### src/rtl/interrupt_controller.sv
// AVR interrupt entry/exit sequencer: pushes the return PC, loads the vector,
// and on RETI pops the PC back and re-enables interrupts.
module interrupt_controller #(
    parameter logic [13:0] VECTOR_BASE = 14'h008,
    parameter int          VECTOR_STEP = 2
) (
    input  logic        clk,
    input  logic        reset_n,
    input  logic [7:0]  tifr,
    input  logic [7:0]  timsk,
    input  logic        sreg_i,
    input  logic        instr_done,
    input  logic        reti,
    input  logic [13:0] program_counter,
    input  logic [15:0] sp,
    input  logic [7:0]  mem_rdata,
    output logic        hold,
    output logic [15:0] mem_addr,
    output logic [7:0]  mem_wdata,
    output logic        mem_we,
    output logic        mem_re,
    output logic        sp_we,
    output logic [15:0] sp_new,
    output logic        pc_overwrite,
    output logic [13:0] pc_new,
    output logic        sreg_i_clr,
    output logic        sreg_i_set,
    output logic [7:0]  tifr_clr,
    output logic        busy
);

    typedef enum logic [2:0] {
        S_IDLE,
        S_PUSH_L,
        S_PUSH_H,
        S_VECTOR,
        S_POP_H,
        S_POP_L,
        S_RET
    } state_t;

    state_t      r_state;
    state_t      w_next;
    logic [13:0] r_pc;
    logic [15:0] r_sp;
    logic [2:0]  r_idx;
    logic [5:0]  r_pc_hi;
    logic        r_armed;

    logic [7:0]  w_pending;
    logic [2:0]  w_idx;
    logic        w_reti;
    logic        w_enter;
    logic [13:0] w_vector;

    assign w_pending = tifr & timsk;

    // Later iterations win, so the highest set bit is selected
    always_comb begin
        w_idx = 3'd0;
        for (int i = 0; i < 8; i++) begin
            if (w_pending[i]) w_idx = 3'(i);
        end
    end

    assign w_reti   = instr_done & reti;
    assign w_enter  = instr_done & ~reti & r_armed & sreg_i & (|w_pending);
    assign w_vector = VECTOR_BASE
                    + 14'(VECTOR_STEP) * (14'd7 - {11'd0, r_idx});

    always_ff @(posedge clk or negedge reset_n) begin
        if (!reset_n) begin
            r_state <= S_IDLE;
        end else begin
            r_state <= w_next;
        end
    end

    always_ff @(posedge clk or negedge reset_n) begin
        if (!reset_n) begin
            r_pc    <= '0;
            r_sp    <= '0;
            r_idx   <= '0;
            r_pc_hi <= '0;
            r_armed <= 1'b1;
        end else begin
            case (r_state)
                S_IDLE: begin
                    if (w_enter) begin
                        r_pc  <= program_counter;
                        r_sp  <= sp;
                        r_idx <= w_idx;
                    end
                    if (instr_done && !reti && !r_armed) r_armed <= 1'b1;
                end
                S_POP_H: r_sp    <= sp;
                S_POP_L: r_pc_hi <= mem_rdata[5:0];
                S_RET:   r_armed <= 1'b0;
                default: ;
            endcase
        end
    end

    always_comb begin
        w_next       = r_state;
        mem_addr     = '0;
        mem_wdata    = '0;
        mem_we       = 1'b0;
        mem_re       = 1'b0;
        sp_we        = 1'b0;
        sp_new       = '0;
        pc_overwrite = 1'b0;
        pc_new       = '0;
        sreg_i_clr   = 1'b0;
        sreg_i_set   = 1'b0;
        tifr_clr     = '0;
        hold         = (r_state != S_IDLE);
        busy         = (r_state != S_IDLE);
        case (r_state)
            S_IDLE: begin
                if (w_reti)       w_next = S_POP_H;
                else if (w_enter) w_next = S_PUSH_L;
            end
            S_PUSH_L: begin
                mem_addr  = r_sp;
                mem_wdata = r_pc[7:0];
                mem_we    = 1'b1;
                w_next    = S_PUSH_H;
            end
            S_PUSH_H: begin
                mem_addr  = r_sp - 16'd1;
                mem_wdata = {2'b00, r_pc[13:8]};
                mem_we    = 1'b1;
                sp_we     = 1'b1;
                sp_new    = r_sp - 16'd2;
                w_next    = S_VECTOR;
            end
            S_VECTOR: begin
                pc_overwrite = 1'b1;
                pc_new       = w_vector;
                sreg_i_clr   = 1'b1;
                tifr_clr     = 8'd1 << r_idx;
                w_next       = S_IDLE;
            end
            S_POP_H: begin
                mem_addr = sp + 16'd1;
                mem_re   = 1'b1;
                w_next   = S_POP_L;
            end
            S_POP_L: begin
                mem_addr = r_sp + 16'd2;
                mem_re   = 1'b1;
                w_next   = S_RET;
            end
            S_RET: begin
                pc_overwrite = 1'b1;
                pc_new       = {r_pc_hi, mem_rdata};
                sp_we        = 1'b1;
                sp_new       = r_sp + 16'd2;
                sreg_i_set   = 1'b1;
                w_next       = S_IDLE;
            end
            default: w_next = S_IDLE;
        endcase
    end

endmodule

### config.mk
export PLATFORM = sky130hd
export DESIGN_NAME = interrupt_controller
export DESIGN_NICKNAME = d
export VERILOG_FILES = /design/src/rtl/interrupt_controller.sv
export SDC_FILE = /design/constraint.sdc
export NUM_CORES = 1
export LEC_CHECK = 0
export ABC_AREA = 1
export CAP_MARGIN = 20
export CORE_UTILIZATION = 24
export CTS_CLUSTER_SIZE = 30
export DETAILED_ROUTE_END_ITERATION = 16
export HOLD_SLACK_MARGIN = 0.06
export REMOVE_ABC_BUFFERS = 1
export SLEW_MARGIN = 20
export SYNTH_ARGS = -nofsm -noshare
export SYNTH_HDL_FRONTEND = slang
export SYNTH_SLANG_ARGS = --single-unit
### constraint.sdc
create_clock -name clk -period 6 [get_ports clk]
set_clock_uncertainty 0.2 [all_clocks]
set_input_delay 1.2 -clock clk [delete_from_list [all_inputs] [get_ports clk]]
set_output_delay 1.2 -clock clk [all_outputs]
set_load 0.02 [all_outputs]
Word-level counts from Yosys, hierarchy flattened
Index checks and enable logic that the tools add are counted.
{"block": "totals", "output_inout_bits": 70, "ff_bits": 43, "in_bits": 59, "word_cells": 70}
{"block": "op_classes", "bitwise_logic": 7, "mux": 25, "add_sub_neg": 6, "n_reduce_logical": 16, "shift": 1, "n_eq_ne": 9}
{"operator": "case mux 16 bit (2 select lines)", "n": 2}
{"operator": "case mux 16 bit (4 select lines)", "n": 1}
{"operator": "case mux 14 bit (2 select lines)", "n": 1}
{"operator": "2-to-1 mux 3 bit", "n": 6}
{"operator": "adder 16 x 1 -> 16 bit (second input constant)", "n": 1}
{"operator": "adder 16 x 2 -> 16 bit (second input constant)", "n": 1}
{"operator": "2-to-1 mux 16 bit", "n": 1}
{"operator": "case mux 8 bit (2 select lines)", "n": 1}
{"operator": "subtractor 16 x 1 -> 16 bit (second input constant)", "n": 1}
{"operator": "subtractor 16 x 2 -> 16 bit (second input constant)", "n": 1}
{"operator": "case mux 3 bit (5 select lines)", "n": 1}
{"operator": "== test 3 bit (second input constant)", "n": 3}
{"operator": "AND 8 bit", "n": 1}
{"operator": "2-to-1 mux 1 bit", "n": 8}
{"operator": "2-to-1 mux 8 bit", "n": 1}
{"operator": "OR reduction 2 bit", "n": 4}
{"operator": "OR reduction 8 bit", "n": 1}
{"operator": "left shift 1 x 3 -> 8 bit (first input constant)", "n": 1}
{"operator": "adder 5 x 5 -> 6 bit (first input constant)", "n": 1}
{"operator": "== test 3 x 2 -> 1 bit (second input constant)", "n": 2}
{"operator": "AND reduction 2 bit", "n": 3}
{"operator": "AND 1 bit", "n": 5}
{"operator": "2-to-1 mux 2 bit", "n": 2}
{"operator": "!= test 2 bit (second input constant)", "n": 2}
{"operator": "10 further kinds", "n": 13}

Depth between registers and ports, before layout
{"block": "depth", "word_depth": 8, "depth_mapped": 11, "ltp_nobuf": 11}

Least setup slack after synthesis
No wires, ideal clock.
{"block": "synth_path", "path_type": "input-to-output", "start": "in sp[0]", "end": "out mem_addr[4]", "arrival_ps": 2077, "n_path_buf": 0, "required_time_ps": 4600, "setup_slack_ps": 2523, "path_stages": 5, "path_cell_list": "ha_1 nand2_1 nor2_1 o21ai_1 o2111ai_1"}
{"block": "synth_via", "elab_chain_cells": 2}
{"element": "from (decl)", "line": "15", "rtl": "input logic [15:0] sp,"}
{"element": "adder 16 x 1 -> 16 bit", "line": "146", "rtl": "mem_addr = sp + 16'd1;"}
{"element": "case mux 16 bit (4 select lines)", "line": "119", "rtl": "case (r_state)"}
{"element": "to (decl)", "line": "18", "rtl": "output logic [15:0] mem_addr,"}
No other way between the ends.

Final worst setup path
{"block": "layout_path", "start": "in sp[0]", "end": "out mem_addr[10]"}
The elaborated chain is that of the path after synthesis.

==> impl_results.md <==
- H-tree levels: 2
- DRC viols: 0
- Most frequent cell after synthesis: nand2_1
- Synth top area share: 26.4%
- Total GRT Usage: between 10% and 20%
- Flop-to-flop setup slack: 3.88 ns
- Total power: 2.63 mW
- Clock sink count: 43
- Sequential area share after synthesis: 27.0%
- CTS tree: built
- Die area: roughly 0.017 mm²
- Most area-consuming cells after synthesis: dfrtp_1, nand2_1, nor2_1, nand3_1, inv_1
- FP Rows: 46
- Via count: 4,482
- # resized after CTS: 0
- Crit path launch type: primary input
- Final Cell Area: roughly 0.0055 mm²
- WHS: 0.280 ns
- Post-Syn Instances: around 660
- Main synth FF type: dfrtp_1
- Seq cells post-synth: 43
- Detailed Route WL: 13,600 µm
- Post-CTS Setup Bufs: 0
- Power Dens Cells: roughly 480 mW/mm²
- Worst Hold Launch: r_pc[9]$_DFFE_PN0P_
- Setup WS post-layout: 1.25 ns
- F_max: 210 MHz
- CTS clk-pin slew, worst paths: 0.06 ns
- Final Hold Fails: 0
- Cell accounting for the most synthesized area: dfrtp_1
- EDFF count, synth: 0
- Post-synth ARST share: 100%
- VDD IR-drop max: ~0.21 mV
- Drt wl/cell: between 10 and 15 µm
- Die height: 131 µm
- ANT nets after route: 0
- DR pass1 iterations: 5
- Max_cap viols: 0
- Setup TNS: 0 ns
- Root Buffer: clkbuf_16
- Crit path required time: 4.60 ns
- Worst endpoint data arrival time: 3.35 ns
- Antenna Cells: 0
- Worst-path fanout max: 5
- GR Overflow Total: 0
- Layout cells sized above 1: 5.98%
- Initial Utilization: 24.8%
- # nets final: 832
- Crit path from: sp[0]
- Die W: 131 µm
- DR vias/cell: 4.55
- Top-Level Pins: 129
- Largest net degree at the start of global routing: 44
- HP Class: reg -> reg
- First-pass GRT wire length: 22,000 µm
- TritonCTS Buffers: 5
- Minimum clock period: 4.75 ns
- Clock latency on the worst-skew pair: 0.29 ns
- CTS Hold Buffers Added: 0
- Lkg Pwr: 2.46 nW
- Most common library cells after synthesis: nand2_1, nor2_1, nand3_1, inv_1, dfrtp_1
- Max clock buf depth: 2
- Period Utilization, post-route: 79.2%
- Slew at the pin closest to its max-slew limit: between 0.6 and 0.7 ns
- Area grow syn2layout: 38.9%
- Placed Instance Area: 0.00537 mm²
- Crit Path Class: in -> out
- DP Worst Slack: 1.24 ns
- Netlist cell types: 33
- Routability cong.: around 0.86
- Initial antenna violation count: 0
- Vias in the first global route: 4,260
- Relative slew slack: 56.6%
- Status: completed
- Initial DRC Count: 348
- Synth warn: 0
- IO buf count: 128
- Setup crit end kind: output pin
- Worst r2r src: r_state[2]$_DFFE_PN0P_
- Core Box Area: 0.0161 mm²
- Detailed-placement wirelength estimate: 10,400 µm
- Mapped Avg Cell Area: 6.06 µm²
- Post-Syn Area: about 0.004 mm²
- Slew Viols, Final: 0
- Final setup vio count: 0
- RSZ-0062 raised after global routing: false
==> registers in the layout, indices dropped and copies added (netlist names) <==
register,count
r_sp,16
r_pc,14
r_pc_hi,6
r_idx,3
r_state,3
r_armed,1
==> logic make-up after synthesis <==
family | synth area share [%]
flops | 27.0
simple gates | 44.5
compound gates | 14.1
buf+inv | 11.0
xor+xnor | 1.76
fa+ha+maj | 1.57
==> path summary, 6_finish.rpt <==
kind,to,depth (start not counted)
max in group asynchronous,r_sp[12]$_DFFE_PN0P_,2
min reg2reg,r_pc[9]$_DFFE_PN0P_,2
min in group asynchronous,r_sp[5]$_DFFE_PN0P_,2
max,mem_addr[10],13
min,r_pc[9]$_DFFE_PN0P_,2
max reg2reg,r_state[0]$_DFFE_PN0P_,5
==> where the power goes <==
part | internal (mW) | switching, mW
Combinational | 0.658 | 1.04
Sequential | 0.434 | 0.179
Clock | 0.197 | 0.123
Total | 1.29 | 1.34
==> cell type report <==
| class | instances | area [µm²] |
|---|---|---|
| sequential | 43 | 1080 |
| multi-input combinational | 518 | 2470 |
| fill | 1755 | 10500 |
| tap | 216 | 270 |
| timing repair buffer | 129 | 1280 |
| inverter | 71 | 267 |
| clock inverter | 2 | 37.5 |
| clock buffer | 6 | 129 |
==> worst max-delay path, stage by stage <==
cell and delay (ns):
clkdlybuf4s50_1 0.55, ha_1 0.19, nand2_1 0.10, inv_1 0.09, nand2_1 0.06, nor2_1 0.18
nand2_1 0.07, nand2_1 0.06, nand3_1 0.06, nand2_1 0.07, inv_1 0.04, nand2_1 0.05
clkdlybuf4s50_1 0.62
==> metal layers <==
layer / vias to the layer above / track usage (%) / wire, µm / part of all wire [%]
met2: 134 / 28.2 / 6330 / 47
met4: 0 / 3.31 / 85 / 0.62
li1: 2332 / - / - / -
met3: 7 / 3.71 / 970 / 7.1
met1: 2009 / 21.9 / 6220 / 46
met5: - / 0 / 0 / 0
==> stage by stage <==
stage	util, %	cells
after floorplan	-	632
after global placement	33.4	977
after detailed placement	33.4	977
after CTS	34.4	985
after global routing	34.4	985
final	34.4	985
==> cell usage in the layout, fill, tap and decap left out, drive strengths merged, types with 6 or more instances in the layout <==
cell,count
a21oi,18
a22o,6
clkbuf,6
clkdlybuf4s50,127
dfrtp,42
inv,71
nand2,229
nand3,67
nand4,13
nor2,100
o21ai,54
xor2,7
Power figures use the tool's default switching activity.
